`config.mk`:
```
export PLATFORM = sky130hd
export DESIGN_NAME = alu_seq
export DESIGN_NICKNAME = d
export VERILOG_FILES = /design/src/rtl/alu_pkg.sv /design/src/rtl/alu_shift_unit.sv /design/src/rtl/alu_seq.sv
export SDC_FILE = /design/constraint.sdc
export NUM_CORES = 1
export LEC_CHECK = 0
export BUFFER_PORTS_ARGS = -buffer_cell sky130_fd_sc_hd__buf_2
export CORE_ASPECT_RATIO = 1.4
export CORE_MARGIN = 4
export CORE_UTILIZATION = 30
export CTS_CLUSTER_DIAMETER = 80
export DETAILED_ROUTE_END_ITERATION = 6
export PLACE_DENSITY = 0.5
export SYNTH_ARGS = -nofsm -noshare
export SYNTH_HDL_FRONTEND = slang
export SYNTH_SLANG_ARGS = --single-unit
```
`constraint.sdc`:
```
create_clock -name CLK -period 2.7 [get_ports CLK]
set_input_delay 0.405 -clock CLK [delete_from_list [all_inputs] [get_ports CLK]]
set_output_delay 0.405 -clock CLK [all_outputs]
set_load 0.01 [all_outputs]
```
`src/rtl/alu_pkg.sv`:
```
// Shared opcode indices, FSM state and shift-op encodings for alu_seq.
// ALU_ROTATE_EN widens the opcode to 11 bits (ROL/ROR).
package alu_pkg;

`ifdef ALU_ROTATE_EN
    localparam int CODE_W = 11;
`else
    localparam int CODE_W = 9;
`endif

    localparam int OP_ADD = 0;
    localparam int OP_SUB = 1;
    localparam int OP_OR  = 2;
    localparam int OP_AND = 3;
    localparam int OP_NOT = 4;
    localparam int OP_SRL = 5;
    localparam int OP_SLL = 6;
    localparam int OP_SRA = 7;
    localparam int OP_ADC = 8;
    localparam int OP_ROL = 9;
    localparam int OP_ROR = 10;

    typedef enum logic [1:0] {IDLE, SHIFT, HOLD} state_t;

    typedef enum logic [2:0] {SH_SRL, SH_SLL, SH_SRA, SH_ROL, SH_ROR} sh_op_t;

endpackage

```
`src/rtl/alu_shift_unit.sv`:
```
// Iterative one-bit-per-cycle shifter: working register plus down-counter.
// Rotate steps are only built when ALU_ROTATE_EN is defined.
module alu_shift_unit
    import alu_pkg::*;
#(
    parameter int WIDTH = 16,
    parameter int CNT_W = 5
) (
    input  logic             clk_i,
    input  logic             rst_i,
    input  logic             start_i,
    input  sh_op_t           op_i,
    input  logic [CNT_W-1:0] n_i,
    input  logic [WIDTH-1:0] data_i,
    output logic             done_o,
    output logic [WIDTH-1:0] res_o,
    output logic             cout_o
);

    logic [WIDTH-1:0] w_q, w_d;
    logic [CNT_W-1:0] cnt_q;
    sh_op_t           op_q;
    logic             c_d;

    always_comb begin
        w_d = w_q;
        c_d = 1'b0;
        case (op_q)
            SH_SRL: begin w_d = {1'b0, w_q[WIDTH-1:1]};        c_d = w_q[0];       end
            SH_SLL: begin w_d = {w_q[WIDTH-2:0], 1'b0};        c_d = w_q[WIDTH-1]; end
            SH_SRA: begin w_d = {w_q[WIDTH-1], w_q[WIDTH-1:1]}; c_d = w_q[0];       end
`ifdef ALU_ROTATE_EN
            SH_ROL: begin w_d = {w_q[WIDTH-2:0], w_q[WIDTH-1]}; c_d = w_q[WIDTH-1]; end
            SH_ROR: begin w_d = {w_q[0], w_q[WIDTH-1:1]};       c_d = w_q[0];       end
`endif
            default: ;
        endcase
    end

    always_ff @(posedge clk_i or posedge rst_i) begin
        if (rst_i) begin
            w_q   <= '0;
            cnt_q <= '0;
            op_q  <= SH_SRL;
        end else if (start_i) begin
            w_q   <= data_i;
            cnt_q <= n_i;
            op_q  <= op_i;
        end else if (cnt_q != '0) begin
            w_q   <= w_d;
            cnt_q <= cnt_q - CNT_W'(1);
        end
    end

    // The final step's value is handed out combinationally so the owner
    // commits it on the same edge the last bit moves.
    assign done_o = (cnt_q == CNT_W'(1));
    assign res_o  = w_d;
    assign cout_o = c_d;

endmodule

```
`src/rtl/alu_seq.sv`:
```
// Handshaked ALU with registered flags and iterative shifts.
// Define ALU_ROTATE_EN to add ROL/ROR (11-bit code).
module alu_seq
    import alu_pkg::*;
#(
    parameter int WIDTH = 16,
    parameter int SHW   = $clog2(WIDTH) + 1
) (
    input  logic              CLK,
    input  logic              RST,
    input  logic [WIDTH-1:0]  imData,
    input  logic [WIDTH-1:0]  data,
    input  logic [CODE_W-1:0] code,
    input  logic              in_valid,
    output logic              in_ready,
    output logic [WIDTH-1:0]  out,
    output logic              carry,
    output logic              zero,
    output logic              neg,
    output logic              ovf,
    output logic              out_valid,
    input  logic              out_ready
);

    localparam int CNT_W = $clog2(WIDTH + 1);

    state_t           state_q;
    logic [WIDTH-1:0] out_q;
    logic             carry_q, zero_q, neg_q, ovf_q;

    logic [CODE_W-1:0] sel;
    logic [SHW-1:0]    n_raw;
    logic [CNT_W-1:0]  n_clamp, sh_n;
    logic [WIDTH-1:0]  b_x, res_d;
    logic [WIDTH:0]    sum;
    logic              cin, c_d, v_d, is_sh, start_sh;
    sh_op_t            sh_op;
    logic              sh_done, sh_cout;
    logic [WIDTH-1:0]  sh_res;

    always_comb begin
        sel     = code & (~code + CODE_W'(1));
        n_raw   = imData[SHW-1:0];
        n_clamp = (n_raw > SHW'(WIDTH)) ? CNT_W'(WIDTH) : CNT_W'(n_raw);
        b_x     = sel[OP_SUB] ? ~data : data;
        cin     = sel[OP_SUB] | (sel[OP_ADC] & carry_q);
        sum     = {1'b0, imData} + {1'b0, b_x} + {{WIDTH{1'b0}}, cin};

        // Defaults cover MOV and any zero-length shift: pass data, keep carry.
        res_d = data;
        c_d   = carry_q;
        v_d   = 1'b0;
        is_sh = 1'b0;
        sh_op = SH_SRL;
        sh_n  = n_clamp;
        if (sel[OP_ADD] | sel[OP_SUB] | sel[OP_ADC]) begin
            res_d = sum[WIDTH-1:0];
            c_d   = sum[WIDTH];
            v_d   = (imData[WIDTH-1] == b_x[WIDTH-1]) && (sum[WIDTH-1] != imData[WIDTH-1]);
        end else if (sel[OP_OR]) begin
            res_d = imData | data;
        end else if (sel[OP_AND]) begin
            res_d = imData & data;
        end else if (sel[OP_NOT]) begin
            res_d = ~data;
        end else if (sel[OP_SRL]) begin
            is_sh = 1'b1;
            sh_op = SH_SRL;
        end else if (sel[OP_SLL]) begin
            is_sh = 1'b1;
            sh_op = SH_SLL;
        end else if (sel[OP_SRA]) begin
            is_sh = 1'b1;
            sh_op = SH_SRA;
        end
`ifdef ALU_ROTATE_EN
        else if (sel[OP_ROL] | sel[OP_ROR]) begin
            is_sh = 1'b1;
            sh_op = sel[OP_ROL] ? SH_ROL : SH_ROR;
            sh_n  = CNT_W'(n_raw % SHW'(WIDTH));
        end
`endif
    end

    assign start_sh = (state_q == IDLE) & in_valid & is_sh & (sh_n != '0);

    alu_shift_unit #(.WIDTH(WIDTH), .CNT_W(CNT_W)) u_shift (
        .clk_i  (CLK),
        .rst_i  (RST),
        .start_i(start_sh),
        .op_i   (sh_op),
        .n_i    (sh_n),
        .data_i (data),
        .done_o (sh_done),
        .res_o  (sh_res),
        .cout_o (sh_cout)
    );

    always_ff @(posedge CLK or posedge RST) begin
        if (RST) begin
            state_q <= IDLE;
            out_q   <= '0;
            carry_q <= 1'b0;
            zero_q  <= 1'b0;
            neg_q   <= 1'b0;
            ovf_q   <= 1'b0;
        end else begin
            case (state_q)
                IDLE: if (in_valid) begin
                    if (is_sh && sh_n != '0) begin
                        state_q <= SHIFT;
                    end else begin
                        out_q   <= res_d;
                        carry_q <= c_d;
                        ovf_q   <= v_d;
                        zero_q  <= (res_d == '0);
                        neg_q   <= res_d[WIDTH-1];
                        state_q <= HOLD;
                    end
                end
                SHIFT: if (sh_done) begin
                    out_q   <= sh_res;
                    carry_q <= sh_cout;
                    ovf_q   <= 1'b0;
                    zero_q  <= (sh_res == '0);
                    neg_q   <= sh_res[WIDTH-1];
                    state_q <= HOLD;
                end
                HOLD: if (out_ready) state_q <= IDLE;
                default: state_q <= IDLE;
            endcase
        end
    end

    assign in_ready  = (state_q == IDLE);
    assign out_valid = (state_q == HOLD);
    assign out       = out_q;
    assign carry     = carry_q;
    assign zero      = zero_q;
    assign neg       = neg_q;
    assign ovf       = ovf_q;

endmodule

```
[After elaboration in Yosys (flattened, before gate mapping)]
Index checks and enable logic that the tools add are counted.
Storage, ports and cells
  output and inout bits: 22
  register bits: 46
Operators by class
  eq/ne operators: 12
  bitwise operators: 12
  $lt $le $gt $ge: 1
  add/sub/neg operators: 4
  mux-type cells: 53
  reduce and logical (&&, ||, !) cells: 14
Operators with widths (count)
  16-bit 2-to-1 mux: 10
  16-bit case mux with 3 select lines: 1
  16-bit logical NOT: 2
  16-bit case mux with 2 select lines: 1
  2-bit 2-to-1 mux: 11
  1-bit 2-to-1 mux: 21
  16-bit by 16-bit adder with 17-bit output: 1
  17-bit by 1-bit adder with 17-bit output: 1
  16-bit AND: 1
  16-bit NOT: 1
  16-bit OR: 1
  5-bit 2-to-1 mux: 3
  1-bit case mux with 2 select lines: 5
  5-bit nonzero test: 2
  9-bit by 1-bit adder with 9-bit output (second input constant): 1
  9-bit AND: 1
  9-bit NOT: 1
  2-bit inequality test (second input constant): 3
  2-bit case mux with 3 select lines: 1
  5-bit by 1-bit equality test with 1-bit output (second input constant): 1
  5-bit greater-than comparator (second input constant): 1
  5-bit AND reduction: 1
  5-bit by 1-bit subtractor with 5-bit output (second input constant): 1
  1-bit AND: 4
  15 further kinds: 20

[Depth between registers and ports, before layout]
  depth after elaboration: 14
  mapped depth: 15
  depth with buffers taken out: 15

[By module]
A second synthesis with hierarchy kept.
Second synthesis, totals
  cells, all modules: 568
  area, all modules: 4538.1 µm²
Modules (own cells, without submodules)
  alu_seq: area each 2947.8 µm², times used 1, cells each 402
  alu_shift_unit: area each 1590.3 µm², times used 1, cells each 166

[Worst setup path before layout]
No wires, ideal clock.
  path type: input-to-reg
  start point: in code[0]
  end point: reg carry_q, in the netlist carry
  cell stages on the path: 14
  library setup time: 0.121 ns
  required time: 2.579 ns
  arrival: 3.358 ns
  setup slack: -0.779 ns
  buffers on the path: 2
  path through: nand2b_1 clkbuf_1 clkbuf_1 xnor2_1 fa_1 a21o_1 a22oi_1 a21oi_1 a31oi_1 o21ai_0 a21o_1 a21oi_1 nand2_1 a22o_1
On the way
  word-level cells in the longest chain between the ends: 13
  elaborated cells on any way between the ends: 25
  classes of those cells: 3 x add/sub; 2 x eq/ne; 12 x mux; 6 x bitwise; 2 x reduce/logical
RTL lines
  start, declared: line alu_seq.sv:13  | input logic [CODE_W-1:0] code,
  9-bit NOT: line alu_seq.sv:42  | sel = code & (~code + CODE_W'(1));
  9-bit by 1-bit adder with 9-bit output: line alu_seq.sv:42
  9-bit AND (*): line alu_seq.sv:42
  parallel branches: the longest is 10 deep, another holds 16-bit by 16-bit adder with 17-bit output
  end signal, assigned: line alu_seq.sv:123  | carry_q <= sh_cout;
  end, declared: line alu_seq.sv:29  | logic carry_q, zero_q, neg_q, ovf_q;
Mark *: on every way between the ends. The select of a mux whose other input is x is not followed.
A chain may end at the register's enable or synchronous reset.

[Worst setup path after layout]
  start point: in code[1]
  end point: reg out_q[12], in the netlist out[12]
On the way
  word-level cells in the longest chain between the ends: 13
  elaborated cells on any way between the ends: 27
  classes of those cells: 3 x add/sub; 1 x eq/ne; 15 x mux; 6 x bitwise; 2 x reduce/logical
RTL lines
  9-bit NOT: line alu_seq.sv:42
  9-bit by 1-bit adder with 9-bit output: line alu_seq.sv:42
  9-bit AND (*): line alu_seq.sv:42
  parallel branches: the longest is 10 deep, another holds 16-bit by 16-bit adder with 17-bit output
  end signal, assigned: line alu_seq.sv:113  | out_q <= res_d;
  end signal, assigned: line alu_seq.sv:122  | out_q <= sh_res;
  end, declared: line alu_seq.sv:28  | logic [WIDTH-1:0] out_q;
Marked as above.

==> impl_metrics.toml <==
[timing]
slew_headroom = 0.211
skew_ns = 0.00610
finalCritPeriodShare = 1.12
fin_tns_setup_ns = -2.34
setup_viol = 14
rsz0062_at_grt = "yes"
finalWorstPathRequiredPeriod_ns = 3.03
final_max_slew_viol_count = 0
tightest_slew_ns = 1.18
final_hold_viol_count = 0
max_freq_mhz = 330
whs_ns = 0.235
fin_ws_ns = -0.330

[final_layout]
layout_commonest_cell = "buf_4"
drive_above_1_share = 0.344
fin_nets = 715
final_cell_mix = "buf_4 (86), nand2_1 (68), buf_2 (63)"
syn2layout_area_growth_pct = 41.1
fin_util = 0.430
antennaDiodeCount = 0

[synth]
yosysUniqueCellTypes = 55
synth_warnings = 0
synth_seq_cells = 44
seq_area_frac_synth = 0.270
synth-edff-count = 0
syn_inst = 519
synthArstFlopShare = 1.00
synth_ff_type = "dfrtp_1"
synth_area_sq_um = 4090
synthTopCellsByArea = "dfrtp_1 (27%), o21ai_0 (7.2%), mux2i_1 (6.9%)"
synth_top_area_frac = 0.270
synth_fp_nets = 584
synth_area_per_cell_sq_um = 7.87
synth_area_leader_cell = "dfrtp_1"

[cts]
root_buffer = "clkbuf_16"
cts.sinks = 44
cts_made_buffers = 5
htree_num_levels = 2
clk_latency_ns = 0.29
cts_tree = "done"
path_clk_slew_ns = 0.06
clockBufferDepth = 2

[critical_path]
critical_path_required_ns = 2.88
cpPeakStageDelay_ns = 0.36
cp_cell_sequence = "buf_8 > nor4_4 > nand4_1 > and2_4 > fa_2 > inv_2 > fa_2 > a21o_1 > a22oi_2 > buf_4 > a21oi_4 > a31oi_4 > buf_4 > xnor2_2 > o211ai_1 > o21ai_1 > mux2_4"
crit_type = "input pin to register"
timing.rr.end = "zero$_DFFE_PP0P_"
reg2reg_from = "carry$_DFFE_PP0P_"
cp_data_arrival_time_ns = 3.21
crit_path_top_delay_cell = "fa_2"
reg2reg_slack_ns = -0.31
r2r_cells = 15
cp_max_fo = 2
critPathLaunchType = "input pin"
crit_path_end_kind = "register"

[detailed_routing]
via_per_inst = 5.23
num_vias = 4357
postRouteAntennaNets = 0
drtIter0Drc = 161
dr.pass1.iters = 5
wl_per_cell_um = 17.1
post-route-drc-count = 0
finalWirelength_mm = 14.3

[global_routing]
grt_pass1_wl_mm = 22.4
track_usage = 0.181
first_global_vias = 4248
antenna_found_initial = 0
grt_max_degree = 45
grt_overflow_total = 0

[job]
drv_cap = 0

[run_status]
violations = "setup timing"
run_status = "complete, but fails checks"

[placed_design]
gp_congestion = 0.871
dp_hpwl_mm = 11.5
port_buffers = 66
pre_cts_slack_ns = -0.676

[min_path]
hp-class = "input pin to asynchronous set/reset pin"

[floorplanning]
die_h_um = 146
core_sq_um = 13400
num_rows = 50
num_io_pins = 67
fp.dieW_um = 107
start_util = 0.305
fp.dieArea_sq_um = 15600

[power_and_ir_drop]
p_per_area_nw_per_um2 = 588
finalPower_mw = 3.39
vdd_ir_drop_max_uv = 195
leakagePower_nw = 2.50
==> stage by stage <==
| stage | instance area, sq um | std cells |
|---|---|---|
| 2_1_floorplan | 4190 | 519 |
| 3_3_place_gp | 5240 | 817 |
| 3_5_place_dp | 5240 | 817 |
| 4_1_cts | 5680 | 831 |
| 5_1_grt | 5760 | 833 |
| 6_report | 5760 | 833 |
==> per-layer routing <==
metal / part of all wire / GRT usage
met1: 0.40 / 0.211
met2: 0.55 / 0.338
met3: 0.022 / 0.0111
met4: 0.033 / 0.0749
met5: 0 / 0
==> registers in the layout (all words and copies together) (netlist names) <==
| register | count |
|---|---|
| carry | 1 |
| state_q | 2 |
| zero | 1 |
| u_shift.cnt_q | 5 |
| ovf | 1 |
| u_shift.op_q | 2 |
| u_shift.w_q | 16 |
| out | 16 |
==> power breakdown <==
part / internal (mW) / switching, mW
combinational: 0.813 / 0.869
clock: 0.435 / 0.258
sequential: 0.851 / 0.161
==> timing repair <==
| action | CTS | global route |
|---|---|---|
| endpoints found under the setup margin | 16 | 15 |
| hold buffers | 0 | 0 |
| hold endpoints to repair | 0 | 0 |
| setup buffers | 6 | 2 |
| gates resized for setup | 51 | 16 |
| pin swaps | 20 | 12 |
==> how the worst max path moves through the flow <==
stage	depth (start not counted)	start	slack [ns]	endpoint
2_1_floorplan	15	code[1]	-0.32	zero$_DFFE_PP0P_
3_3_place_gp	16	code[1]	-0.62	out[12]$_DFFE_PP0P_
3_5_place_dp	14	code[0]	-0.68	out[12]$_DFFE_PP0P_
4_1_cts	14	carry$_DFFE_PP0P_	-0.34	zero$_DFFE_PP0P_
5_1_grt	17	code[1]	-0.49	out[12]$_DFFE_PP0P_
6_report	17	code[1]	-0.33	out[12]$_DFFE_PP0P_
==> logic make-up after synthesis <==
group                      share of synthesized area
adders and majority gates                     0.0649
AOI/OAI and AO/OA                              0.276
buffers and inverters                         0.0481
and+or+nand+nor                                0.191
DFF                                            0.270
muxes                                         0.0824
xor gates and xnor gates                      0.0686
==> critical path, delay by kind of cell <==
| kind | cells | cell delay (ns) |
|---|---|---|
| compound gates | 6 | 0.80 |
| xor+xnor | 1 | 0.13 |
| fa+ha+maj | 2 | 0.56 |
| buf+inv | 4 | 0.48 |
| mux | 1 | 0.27 |
| simple gates | 3 | 0.56 |
==> layout make-up <==
class,instances,area [sq um]
multi-input combinational,428,3120
clock buffer,5,125
clock inverter,3,42.5
sequential,44,1100
tap,182,228
inverter,12,45.0
fill,1422,7620
timing repair buffer,159,1100
==> cells in the mapped netlist (all sizes together) (12+ instances only) <==
library cell / n
nand2: 68
clkbuf: 26
dfrtp: 44
inv: 12
a21oi: 38
xnor2: 27
o21ai: 60
mux2i: 28
o211ai: 25
nor2: 32
ha: 18
Power figures use the tool's default switching activity.
